$ cat config.mk
export PLATFORM = sky130hd
export DESIGN_NAME = flex_fifo
export DESIGN_NICKNAME = d
export VERILOG_FILES = /design/src/rtl/flex_fifo.sv
export SDC_FILE = /design/constraint.sdc
export NUM_CORES = 1
export LEC_CHECK = 0
export CAP_MARGIN = 20
export CORE_MARGIN = 2
export CORE_UTILIZATION = 53
export DETAILED_ROUTE_END_ITERATION = 8
export GPL_TIMING_DRIVEN = 0
export PLACE_DENSITY = 0.76
export SLEW_MARGIN = 20
export SYNTH_ARGS = -nofsm -noshare
export SYNTH_HDL_FRONTEND = slang
export SYNTH_SLANG_ARGS = --single-unit
$ cat constraint.sdc
create_clock -name clk -period 2.6 [get_ports clk]
set_input_delay 0.52 -clock clk [delete_from_list [all_inputs] [get_ports clk]]
set_output_delay 0.52 -clock clk [all_outputs]
set_load 0.02 [all_outputs]
$ cat src/rtl/flex_fifo.sv
// flex_fifo: synchronous FIFO with runtime almost-full/almost-empty thresholds,
// sticky overflow/underflow flags, synchronous flush and a selectable read mode.
//
// Parameters
//   DATA_WIDTH  data path width in bits
//   DEPTH       capacity in words (power of two, >= 4)
//   FWFT        0 = standard registered read, 1 = first-word-fall-through
//
// Ports
//   clk, rst_n                 clock, asynchronous active-low reset
//   flush                      synchronous discard of all contents
//   wr_en, wr_data             write request and word
//   full, almost_full          no space / fill_level >= af_thresh
//   rd_en                      read request (standard) or pop (FWFT)
//   rd_data, rd_valid          registered read word and its valid flag
//   empty, almost_empty        nothing to read / fill_level <= ae_thresh
//   fill_level                 words held, including the FWFT output register
//   af_thresh, ae_thresh       runtime thresholds
//   overflow, underflow        sticky error flags
//   clr_err                    clears both sticky flags
module flex_fifo #(
  parameter int unsigned DATA_WIDTH = 8,
  parameter int unsigned DEPTH      = 16,
  parameter int unsigned FWFT       = 0,
  localparam int unsigned AW        = $clog2(DEPTH)
) (
  input  logic                  clk,
  input  logic                  rst_n,
  input  logic                  flush,
  input  logic                  wr_en,
  input  logic [DATA_WIDTH-1:0] wr_data,
  output logic                  full,
  output logic                  almost_full,
  input  logic                  rd_en,
  output logic [DATA_WIDTH-1:0] rd_data,
  output logic                  rd_valid,
  output logic                  empty,
  output logic                  almost_empty,
  output logic [AW:0]           fill_level,
  input  logic [AW:0]           af_thresh,
  input  logic [AW:0]           ae_thresh,
  output logic                  overflow,
  output logic                  underflow,
  input  logic                  clr_err
);

  localparam int unsigned FW      = AW + 1;
  localparam bit          LP_FWFT = (FWFT != 0);

  // Storage and state
  logic [DATA_WIDTH-1:0] r_mem [DEPTH];
  logic [AW:0]           r_wr_ptr;
  logic [AW:0]           r_rd_ptr;
  logic [AW:0]           r_fill;
  logic [DATA_WIDTH-1:0] r_rd_data;
  logic                  r_rd_valid;
  logic                  r_overflow;
  logic                  r_underflow;

  logic                  w_full;
  logic                  w_empty;
  logic                  w_wr_acc;
  logic                  w_rd_acc;
  logic [AW:0]           w_mem_cnt;
  logic                  w_load;
  logic                  w_rd_valid_nxt;
  logic [AW:0]           w_fill_nxt;
  logic                  w_overflow_nxt;
  logic                  w_underflow_nxt;

  // Acceptance, prefetch and next-state decode
  always_comb begin
    w_full    = (r_fill == FW'(DEPTH));
    // In FWFT mode a word is only readable once it sits in the output register
    w_empty   = LP_FWFT ? !r_rd_valid : (r_fill == '0);
    w_wr_acc  = wr_en && !w_full && !flush;
    w_rd_acc  = rd_en && !w_empty && !flush;
    // Words still in the array (excludes the FWFT output register)
    w_mem_cnt = r_wr_ptr - r_rd_ptr;

    // FWFT refills the output register whenever it is free or being popped;
    // only words already in the array qualify, so a fresh write shows next edge
    if (LP_FWFT) begin
      w_load         = !flush && (w_mem_cnt != '0) && (!r_rd_valid || w_rd_acc);
      w_rd_valid_nxt = w_load || (r_rd_valid && !w_rd_acc);
    end else begin
      w_load         = w_rd_acc;
      w_rd_valid_nxt = w_rd_acc;
    end

    w_fill_nxt = r_fill;
    if (w_wr_acc && !w_rd_acc) begin
      w_fill_nxt = r_fill + FW'(1);
    end else if (!w_wr_acc && w_rd_acc) begin
      w_fill_nxt = r_fill - FW'(1);
    end

    // A new error event wins over a coincident clear
    w_overflow_nxt  = (r_overflow  && !clr_err) || (wr_en && w_full  && !flush);
    w_underflow_nxt = (r_underflow && !clr_err) || (rd_en && w_empty && !flush);
  end

  // Memory array: no reset, written only on accepted writes
  always_ff @(posedge clk) begin
    if (w_wr_acc) begin
      r_mem[r_wr_ptr[AW-1:0]] <= wr_data;
    end
  end

  // Pointers, level, output register and sticky flags
  always_ff @(posedge clk or negedge rst_n) begin
    if (!rst_n) begin
      r_wr_ptr    <= '0;
      r_rd_ptr    <= '0;
      r_fill      <= '0;
      r_rd_data   <= '0;
      r_rd_valid  <= 1'b0;
      r_overflow  <= 1'b0;
      r_underflow <= 1'b0;
    end else begin
      r_overflow  <= w_overflow_nxt;
      r_underflow <= w_underflow_nxt;
      if (flush) begin
        r_wr_ptr   <= '0;
        r_rd_ptr   <= '0;
        r_fill     <= '0;
        r_rd_data  <= '0;
        r_rd_valid <= 1'b0;
      end else begin
        r_fill     <= w_fill_nxt;
        r_rd_valid <= w_rd_valid_nxt;
        if (w_wr_acc) begin
          r_wr_ptr <= r_wr_ptr + FW'(1);
        end
        if (w_load) begin
          r_rd_data <= r_mem[r_rd_ptr[AW-1:0]];
          r_rd_ptr  <= r_rd_ptr + FW'(1);
        end
      end
    end
  end

  // Output assignments; thresholds compare against the registered level
  assign full         = w_full;
  assign empty        = w_empty;
  assign almost_full  = (r_fill >= af_thresh);
  assign almost_empty = (r_fill <= ae_thresh);
  assign fill_level   = r_fill;
  assign rd_data      = r_rd_data;
  assign rd_valid     = r_rd_valid;
  assign overflow     = r_overflow;
  assign underflow    = r_underflow;

endmodule

## Word-level counts from Yosys, hierarchy flattened

Memories as Yosys holds them, arrays and structs flattened.
Index checks and enable logic that the tools add are counted.

| word-level totals | value |
|---|---|
| bits of input ports | 24 |
| bits in registers | 26 |
| output and inout port bits | 20 |
| word-level logic and storage cells | 51 |
| memory bits (writable) | 128 |
| memories kept | 1 |

Memories:

| memory | words | bits a word | rd ports | clocked after memory_dff | wr ports | RTL line | source |
|---|---|---|---|---|---|---|---|
| r_mem | 16 | 8 | 1 | 0 | 1 | 51 | `logic [DATA_WIDTH-1:0] r_mem [DEPTH];` |

| operators by class | value |
|---|---|
| reduce and logical (&&, ||, !) cells | 24 |
| $lt $le $gt $ge | 2 |
| muxes and demuxes | 12 |
| add/sub/neg operators | 4 |
| equal/unequal tests | 1 |

Operator list:

| cell | number |
|---|---|
| $mux 5 | 7 |
| $mux 8 | 2 |
| $add 5x1->5 const B | 3 |
| $logic_and 1x1->1 | 12 |
| $logic_not 1->1 | 6 |
| $eq 5x5->1 const B | 1 |
| $ge 5x5->1 | 1 |
| $le 5x5->1 | 1 |
| $logic_not 5->1 | 1 |
| $sub 5x1->5 const B | 1 |
| $reduce_bool 2->1 | 2 |
| $mux 1 | 3 |
| $reduce_bool 3->1 | 1 |
| $logic_or 1x1->1 | 2 |

## Depth between registers and ports, before layout

Gate-level depths: netlist (run 1).

| logic depth | value |
|---|---|
| word-level depth | 9 |
| depth in mapped cells | 10 |

## Worst setup path before layout (run 1)

No wires, ideal clock.

| timing path | value |
|---|---|
| path type | register to register |
| start | register r_fill[1] (netlist: fill_level[1]) |
| end | register r_fill[4] (netlist: fill_level[4]) |
| required time | 2518 ps |
| stages on the path, launching flop included | 11 |
| setup time | 82 ps |
| arrival | 2912 ps |
| slack | -394 ps |
| buffers on the path | 0 |
| cells stage by stage | dfrtp_1 nor4_4 a21boi_1 nor2_1 nand2_1 ha_1 a21oi_1 nand2_1 and3b_1 a311o_1 a31oi_1 |

| on the way | value |
|---|---|
| longest elaborated chain between the ends | 8 |
| elaborated cells between the ends (all ways) | 18 |
| classes of those cells | 2 x add/sub; 1 x eq/ne; 3 x mux; 12 x reduce/logical |

RTL lines:

| element | RTL line | source |
|---|---|---|
| from (decl) | 54 | `logic [AW:0] r_fill;` |
| from (signal assigned) | 130 | `r_fill <= w_fill_nxt;` |
| parallel branches: the longest is 8 deep, another holds $sub 5x1->5 | -- |  |

Several ways; the timed one is not identified. The select of a mux whose other input is x is not followed.
A chain may end at the register's enable or synchronous reset.

## Worst setup path after layout (run 1)

| timing path | value |
|---|---|
| start | register r_fill[1] (netlist: fill_level[1]) |
| end | output port almost_empty |

| on the way | value |
|---|---|
| longest elaborated chain between the ends | 1 |

RTL lines:

| element | RTL line | source |
|---|---|---|
| $le 5x5->1 | 147 | `assign almost_empty = (r_fill <= ae_thresh);` |
| to (decl) | 38 | `output logic almost_empty,` |

Every way passes these cells.

==> run_results.csv, run 1 <==
group,metric,value,unit
hold_path,hp-class,"input pin to register",
synthesis,yosys_warnings,0,
power,switching_share,29.30,%
critical_path,path_buf_inv,1,
critical_path,path_cells,"ha_1 -> nor2b_1 -> o21a_1 -> o21ai_1 -> nand2_1 -> o211ai_1 -> buf_4",
synthesis,ys_types,39,
drt,drtAntennaViolNets,0,
placed_design,dp_hpwl,8332,um
sta,setup_viol,0,
hold_path,min_from,"wr_en",
synthesis,ys_async_sr_fraction,15.79,%
sta,min_period,2.446,ns
cells_and_area,antenna-diode-count,0,
cells_and_area,final_cell_mix,"edfxtp_1 (128), clkdlybuf4s50_1 (37), mux4_2 (32), dfrtp_1 (19)",
clocking,htreeDepth,4,
global_routing,antenna_found_initial,0,
critical_path,cpPeakStageDelay,0.46,ns
synthesis,post-synth-top-area-fraction,59.73,%
placed_design,dpl_cell_area,7121,um2
critical_path,reg2reg_depth,10,
sta,maxSlewViolCount,0,
cells_and_area,final_util,65.81,%
floorplan,fp.dieH,114.2,um
critical_path,cp_slowest_cell,"dfrtp_2",
power,powerDensity,966.5,nW/um2
cells_and_area,syn2layout_area_growth,21.82,%
clocking,cts_sinks,152,
cells_and_area,fin_area,7839,um2
power,power_frac_comb,29.0,%
flow_run,cap_violations,0,
critical_path,cp_data_arrival_time,1.93,ns
sta,fin_crit_sh,94.10,%
critical_path,crit_type,"register to output pin",
critical_path,worstPathRequired,2.08,ns
cells_and_area,layoutNonFillerInstCount,600,
sta,fmax,408.8,MHz
sta,setup_tns,0,ns
floorplan,io_pins,44,
synthesis,synthTopCellsByArea,"edfxtp_1 (60%), mux4_2 (11%), dfrtp_1 (9.3%)",
critical_path,cp_top_family,"flip-flops",
drt,wirelength,13060,um
critical_path,cp-start-kind,"register",
synthesis,synth_seq_cells,152,
critical_path,end_kind,"output pin",
global_routing,grt_pass1_vias,3557,
power,total_power,7.576,mW
cells_and_area,drive_gt1_share,25.83,%
synthesis,synth.yosys.seq_area_share,69.06,%
drt,vias_per_cell,5.872,
power,pwr-share-clk,32.2,%
sta,rsz0062_at_grt,"false",
power,leakagePower,2.673,nW
placed_design,port_buffers,42,
sta,max_slew_margin,49.05,%
cells_and_area,final_common_cell,"edfxtp_1",
power,p_int,5.356,mW
synthesis,synth_edf_count,128,
synthesis,netlist_instances,371,
global_routing,grt_pass1_wl,19870,um
clocking,clockBufferDepth,2,
synthesis,synth.avg_cell_area,17.34,um2
power,irDropWorstVdd,639.4,uV
sta,skew,0.009149,ns
critical_path,critical_path.startpoint,"fill_level[1]$_DFFE_PN0P_",
hold_path,worst_hold_path.num_cells,3,
global_routing,grt_max_degree,17,
drt,vias,3523,
synthesis,syn_nets,415,
clocking,insertion_delay,0.43,ns
critical_path,crit_cells,7,
floorplan,core,11910,um2
synthesis,ys.flop_type,"edfxtp_1",
sta,worstMarginPinSlew,0.7643,ns
global_routing,grt_overflow_total,0,
cells_and_area,fillers,804,
floorplan,dieArea,13040,um2
clocking,root_buffer,"clkbuf_16",
clocking,cts_tree,"done",
drt,dr.pass1.iters,5,
synthesis,mappedNetlistArea,6435,um2
clocking,numCtsBuffers,17,
cells_and_area,finish.net_count,484,
sta,hold_viol_final,0,
drt,drc,0,
critical_path,cp_max_fo,7,
sta,layout_setup_ws,0.1535,ns
floorplan,rows,40,
clocking,cts.clk_slew.worst_paths,0.06,ns
power,pwr-share-seq,38.7,%
drt,first_iter_violations,427,
sta,whs,0.3955,ns
clocking,cts_hold_buf,0,
placed_design,place.gp.congestion,0.7888,
critical_path,worst_r2r_startpoint,"fill_level[1]$_DFFE_PN0P_",
global_routing,gr-usage-all-layers,21.55,%
placed_design,pre_cts_ws,-0.5468,ns
run_status,status,"finished, final reports clean",
drt,post_drt_wl_per_cell,21.76,um
floorplan,start_util,54.02,%
floorplan,dieWidth,114.2,um
power,p_sw,2.220,mW
placed_design,dp.cells,561,
synthesis,yosysTopAreaCell,"edfxtp_1",
==> registers in the layout, indices dropped and copies added, names as in the netlist <==
signal      count
r_mem         128
rd_data         8
fill_level      5
r_rd_ptr        4
r_wr_ptr        4
overflow        1
rd_valid        1
underflow       1
==> Yosys cell counts, types with 5 or more instances <==
master     count
a21oi_1        6
a2bb2oi_1      8
clkbuf_1       5
dfrtp_1       24
edfxtp_1     128
ha_1          19
inv_1         16
mux2i_1       18
mux4_2        32
nand2_1       16
nand2b_1       5
nand3_1        6
nor2_1        29
nor3_1         5
o21ai_0       14
==> repair_timing <==
action                     CTS  global route
pin swaps                    2             6
setup buffers                4             3
setup endpoints to repair    6           119
resized for setup           16            31
==> path summary, 6_finish.rpt <==
check,slack (ns),to
hold / removal,0.40,fill_level[4]$_DFFE_PN0P_
max in group asynchronous,1.56,r_wr_ptr[1]$_DFFE_PN0P_
setup / recovery,0.15,almost_empty
hold reg to reg,0.49,rd_data[4]$_DFFE_PN0P_
min in group asynchronous,0.51,overflow$_DFF_PN0_
setup reg to reg,0.16,fill_level[4]$_DFFE_PN0P_
==> final cells by class <==
class	count	area [um2]	area share (%)
buffer	16	90.09	1.149
clock buffer	19	432.9	5.523
clock inverter	13	153.9	1.963
inverter	16	60.06	0.7662
multi-input combinational	187	1994	25.44
sequential	152	4451	56.78
tap	147	183.9	2.346
timing repair buffer	50	473.0	6.034
==> power by group through the flow <==
stage	clock network [mW]	registers (mW)	logic, mW
2_1_floorplan	0	3.05	1.31
3_3_place_gp	0	2.98	2.01
3_5_place_dp	0	2.99	2.07
4_1_cts	2.47	2.94	2.15
5_1_grt	2.57	2.95	2.39
6_report	2.44	2.93	2.20
==> metal layers <==
metal  vias to the layer above  track usage, %  wire length (um)
met4                         0           7.561               176
met5                         -               0                 0
met1                      1764           30.22              5524
met3                        20           5.770               922
li1                       1590               -                 -
met2                       149           33.17              6434
==> worst register-to-register path, cell delays in order (launching register included) <==
cell,delay (ns)
dfrtp_2,0.46
nor4_4,0.41
a21boi_4,0.11
nor2_4,0.12
nand2_4,0.09
fa_2,0.39
nand3_2,0.09
nand2_2,0.06
and3b_1,0.18
a311o_1,0.27
a31oi_1,0.16
==> cells by family (layout without fill, tap and decap cells) <==
family                     count (synthesis)  after routing  synth area share (%)
DFF                                      152            152                 69.06
and+or+nand+nor                           70             70                 5.230
muxes                                     50             50                 14.00
AOI/OAI and AO/OA                         39             39                 4.297
buffers and inverters                     32            114                 2.314
adders and majority gates                 20             20                 4.005
xor gates and xnor gates                   8              8                 1.089
(Power assumes the default switching activity.)
==> run 2: changes to the inputs <==
--- a/config.mk
+++ b/config.mk
@@ -6,11 +6,9 @@
 export NUM_CORES = 1
 export LEC_CHECK = 0
 export CAP_MARGIN = 20
-export CORE_MARGIN = 2
-export CORE_UTILIZATION = 53
+export CORE_UTILIZATION = 32
 export DETAILED_ROUTE_END_ITERATION = 8
 export GPL_TIMING_DRIVEN = 0
-export PLACE_DENSITY = 0.76
 export SLEW_MARGIN = 20
 export SYNTH_ARGS = -nofsm -noshare
 export SYNTH_HDL_FRONTEND = slang
==> run_results.csv, run 2 (synthesis results as in run 1) <==
group,metric,value,unit
cells_and_area,fin_area,7913,um2
global_routing,grt_overflow_total,0,
drt,post_drt_wl_per_cell,18.37,um
clocking,cts_tree,"done",
drt,wirelength,13170,um
cells_and_area,antenna-diode-count,0,
hold_path,hp-class,"input pin to async pin",
cells_and_area,drive_gt1_share,25.22,%
clocking,clockBufferDepth,2,
sta,min_period,2.531,ns
drt,vias,3487,
run_status,status,"finished, final reports clean",
global_routing,antenna_found_initial,0,
cells_and_area,final_util,40.39,%
sta,worstMarginPinSlew,0.7108,ns
global_routing,grt_pass1_vias,3544,
sta,fin_crit_sh,97.33,%
critical_path,cp_slowest_cell,"clkdlybuf4s50_1",
clocking,cts_hold_buf,0,
floorplan,io_pins,44,
clocking,cts_sinks,152,
power,irDropWorstVdd,459.8,uV
critical_path,cpPeakStageDelay,0.46,ns
critical_path,path_buf_inv,3,
cells_and_area,finish.net_count,483,
floorplan,rows,51,
floorplan,start_util,32.85,%
power,total_power,7.374,mW
sta,skew,0.006910,ns
sta,hold_viol_final,0,
cells_and_area,final_common_cell,"edfxtp_1",
placed_design,place.gp.congestion,0.7659,
global_routing,gr-usage-all-layers,13.70,%
floorplan,fp.dieH,143.8,um
critical_path,cp_data_arrival_time,2.01,ns
global_routing,grt_max_degree,25,
sta,setup_tns,0,ns
critical_path,path_cells,"clkdlybuf4s50_1 -> inv_1 -> ha_1 -> nor2b_1 -> o21a_1 -> o21ai_2 -> nand2_1 -> o211ai_1 -> buf_4",
placed_design,dp.cells,678,
critical_path,cp-start-kind,"input pin",
drt,vias_per_cell,4.863,
global_routing,grt_pass1_wl,20130,um
floorplan,dieWidth,143.8,um
clocking,insertion_delay,0.42,ns
clocking,numCtsBuffers,17,
critical_path,worstPathRequired,2.08,ns
critical_path,end_kind,"output pin",
cells_and_area,final_cell_mix,"edfxtp_1 (128), clkdlybuf4s50_1 (37), mux4_2 (32), dfrtp_1 (20)",
critical_path,cp_top_family,"buffers and inverters",
critical_path,crit_type,"input pin to output pin",
placed_design,port_buffers,42,
drt,drc,0,
sta,setup_viol,0,
drt,first_iter_violations,256,
power,powerDensity,932.0,nW/um2
cells_and_area,largest_reg_flops,128,
cells_and_area,layoutNonFillerInstCount,717,
cells_and_area,syn2layout_area_growth,22.96,%
clocking,root_buffer,"clkbuf_16",
floorplan,core,19590,um2
flow_run,cap_violations,0,
drt,drtAntennaViolNets,0,
clocking,htreeDepth,4,
sta,rsz0062_at_grt,"true",
placed_design,dp_hpwl,8759,um
placed_design,dpl_cell_area,7253,um2
power,leakagePower,2.636,nW
critical_path,cp_max_fo,2,
sta,max_slew_margin,52.47,%
sta,maxSlewViolCount,0,
floorplan,dieArea,20680,um2
drt,dr.pass1.iters,4,
sta,fmax,395.2,MHz
clocking,cts.clk_slew.worst_paths,0.06,ns
run 2: path summary, 6_finish.rpt:
kind,slack [ns],from,cells past startpoint,endpoint
max in group asynchronous,2.09,rst_n,1,fill_level[3]$_DFFE_PN0P_
setup / recovery,0.07,ae_thresh[1],9,almost_empty
hold / removal,0.1,rst_n,1,fill_level[2]$_DFFE_PN0P_
min in group clk,0.41,wr_en,3,fill_level[4]$_DFFE_PN0P_
hold reg to reg,0.52,rd_data[3]$_DFFE_PN0P_,2,rd_data[3]$_DFFE_PN0P_
setup reg to reg,0.09,fill_level[1]$_DFFE_PN0P_,11,fill_level[4]$_DFFE_PN0P_
run 2: per-layer routing:
layer,up-vias,routed length [um],global-route usage [%]
met5,-,0,0
met4,0,114,3.639
met3,8,702,3.699
met2,98,6299,21.77
met1,1796,6055,18.47
li1,1585,-,-
run 2: worst reg2reg max path, delay by kind of cell (launching register included):
kind | cells | cell delay (ns)
AND/OR/NAND/NOR | 6 | 0.83
AO/OA/AOI/OAI | 3 | 0.53
flip-flops | 1 | 0.48
adder cells (fa/ha/maj) | 1 | 0.41
buffers and inverters | 1 | 0.19
run 2: report_power, final:
part	switching, mW	internal (mW)
combinational	1.12	1.04
sequential	0.139	2.79
clock	0.969	1.32
total	2.22	5.15
run 2: metrics by stage:
step	hold WS [ns]	setup WS [ns]
floorplan	0.2244	0.03603
global placement	0.5118	-0.6534
detailed placement	0.5132	-0.5740
CTS	0.3870	0.006974
global route	0.1334	-0.06956
finish	0.09954	0.06937
run 2: what timing repair did:
item | in CTS | in global routing
pin swaps | 2 | 0
gates cloned | 0 | 0
setup buffers | 4 | 3
setup endpoints to repair | 6 | 125
gates resized for setup | 15 | 23
run 2: area by class of cell:
class	count	area [um2]
Tap cell	265	331.6
Multi-Input combinational cell	187	1977
Timing Repair Buffer	49	450.4
Clock buffer	19	432.9
Fill cell	1789	11680
Clock inverter	13	122.6
Buffer	16	88.84
Sequential cell	152	4449
Inverter	16	60.06
==> run 3: changes to the inputs <==
--- a/config.mk
+++ b/config.mk
@@ -6,6 +6,7 @@
 export NUM_CORES = 1
 export LEC_CHECK = 0
 export CAP_MARGIN = 20
+export CORE_MARGIN = 2
 export CORE_UTILIZATION = 32
 export DETAILED_ROUTE_END_ITERATION = 8
 export GPL_TIMING_DRIVEN = 0
==> run_results.csv, run 3 (synthesis results as in run 1) <==
group,metric,value,unit
floorplan,dieArea,21260,um2
drt,drc,0,
critical_path,cp-start-kind,"register",
clocking,numCtsBuffers,17,
clocking,cts_tree,"done",
cells_and_area,final_common_cell,"edfxtp_1",
critical_path,crit_type,"register to register",
drt,first_iter_violations,280,
placed_design,port_buffers,42,
run_status,status,"finished, final reports clean",
floorplan,start_util,32.85,%
floorplan,core,19590,um2
clocking,cts.clk_slew.worst_paths,0.07,ns
placed_design,place.gp.congestion,0.7634,
drt,wirelength,13420,um
drt,dr.pass1.iters,4,
placed_design,dp_hpwl,8814,um
power,irDropWorstVdd,520.6,uV
sta,rsz0062_at_grt,"true",
critical_path,worst_r2r_startpoint,"fill_level[0]$_DFFE_PN0P_",
cells_and_area,fillers,1781,
sta,hold_viol_final,0,
cells_and_area,largest_reg_flops,128,
sta,setup_viol,0,
cells_and_area,antenna-diode-count,0,
cells_and_area,final_cell_mix,"edfxtp_1 (128), clkdlybuf4s50_1 (36), mux4_2 (32), buf_4 (21), dfrtp_1 (19)",
clocking,htreeDepth,4,
cells_and_area,syn2layout_area_growth,24.62,%
floorplan,io_pins,44,
power,total_power,7.543,mW
critical_path,worstPathRequired,2.94,ns
sta,whs,0.08373,ns
placed_design,pre_cts_ws,-0.5440,ns
hold_path,hp-class,"input pin to async pin",
drt,post_drt_wl_per_cell,18.41,um
cells_and_area,finish.net_count,495,
sta,layout_setup_ws,0.05821,ns
global_routing,grt_pass1_wl,20640,um
sta,max_slew_margin,46.06,%
global_routing,grt_overflow_total,0,
cells_and_area,final_util,40.93,%
sta,maxSlewViolCount,0,
sta,fmax,393.4,MHz
placed_design,dpl_cell_area,7253,um2
sta,fin_crit_sh,97.76,%
sta,worstMarginPinSlew,0.8091,ns
power,powerDensity,940.6,nW/um2
global_routing,antenna_found_initial,0,
clocking,clockBufferDepth,2,
sta,min_period,2.542,ns
critical_path,cp_max_fo,5,
global_routing,grt_max_degree,25,
drt,vias_per_cell,4.850,
critical_path,cp_data_arrival_time,2.88,ns
drt,drtAntennaViolNets,0,
global_routing,gr-usage-all-layers,13.04,%
global_routing,grt_pass1_vias,3581,
sta,skew,0.01028,ns
clocking,insertion_delay,0.42,ns
power,leakagePower,2.729,nW
floorplan,dieWidth,145.8,um
cells_and_area,drive_gt1_share,27.37,%
clocking,cts_sinks,152,
clocking,root_buffer,"clkbuf_16",
floorplan,fp.dieH,145.8,um
flow_run,cap_violations,0,
drt,vias,3536,
critical_path,critical_path.startpoint,"fill_level[0]$_DFFE_PN0P_",
cells_and_area,fin_area,8019,um2
floorplan,rows,51,
critical_path,end_kind,"register",
-- run 3: changes by cell type in the layout (fill, tap and decap cells not counted), moves of 2 or more --
cell | before | now
buf_4 | 10 | 21
inv_8 | 1 | 4
clkinv_2 | 0 | 2
clkinvlp_4 | 4 | 1
-- run 3: where the power goes --
part           internal (mW)  switching, mW
clock network           1.25           1.04
registers               2.79          0.135
logic                   1.17           1.17
total                   5.20           2.34
-- run 3: path summary, 6_finish.rpt --
| check | endpoint | cells after the start | slack (ns) |
|---|---|---|---|
| max | fill_level[4]$_DFFE_PN0P_ | 13 | 0.06 |
| min | overflow$_DFF_PN0_ | 1 | 0.08 |
| max reg2reg | fill_level[4]$_DFFE_PN0P_ | 13 | 0.06 |
| min reg2reg | rd_data[7]$_DFFE_PN0P_ | 2 | 0.52 |
| max in group asynchronous | fill_level[2]$_DFFE_PN0P_ | 1 | 2.12 |
| min in group clk | fill_level[4]$_DFFE_PN0P_ | 3 | 0.40 |
-- run 3: layout make-up --
type                            instances  area (um2)  area share (%)
Buffer                                 16       88.84           1.108
Clock buffer                           18       429.2           5.352
Clock inverter                         14       113.9           1.420
Inverter                               16       60.06          0.7489
Multi-Input combinational cell        187        1984           24.75
Sequential cell                       152        4451           55.50
Tap cell                              265       331.6           4.135
Timing Repair Buffer                   61       560.5           6.990
-- run 3: critical path, stage by stage (launching register included) --
cell and delay [ns]:
dfrtp_2 0.43, buf_4 0.15, buf_12 0.12, nor4_4 0.11, buf_4 0.19, a21boi_4 0.09
nor2_4 0.12, nand2_4 0.09, fa_2 0.37, nand3_2 0.09, nand2_2 0.06, and3b_1 0.19
a311o_1 0.28, a31oi_1 0.17
-- run 3: timing repair --
| action | in CTS | in global routing |
|---|---|---|
| hold buffers | 0 | 0 |
| resized for setup | 14 | 25 |
| setup endpoints to repair | 6 | 133 |
| pin swaps | 2 | 2 |
| gates cloned | 0 | 0 |
| buffers inserted | 7 | 12 |
-- run 3: through the flow --
step                setup TNS (ns)  instances
finish                           0        729
global route               -0.8946        729
floorplan                        0        371
detailed placement          -38.17        678
global placement            -45.68        678
CTS                              0        717
-- run 3: metal layers --
layer	routed length, um	GRT usage [%]	vias to the layer above
met5	0	0	-
met4	177	4.020	0
met3	733	3.260	12
met2	6293	20.24	97
met1	6214	18.15	1818
li1	-	-	1609
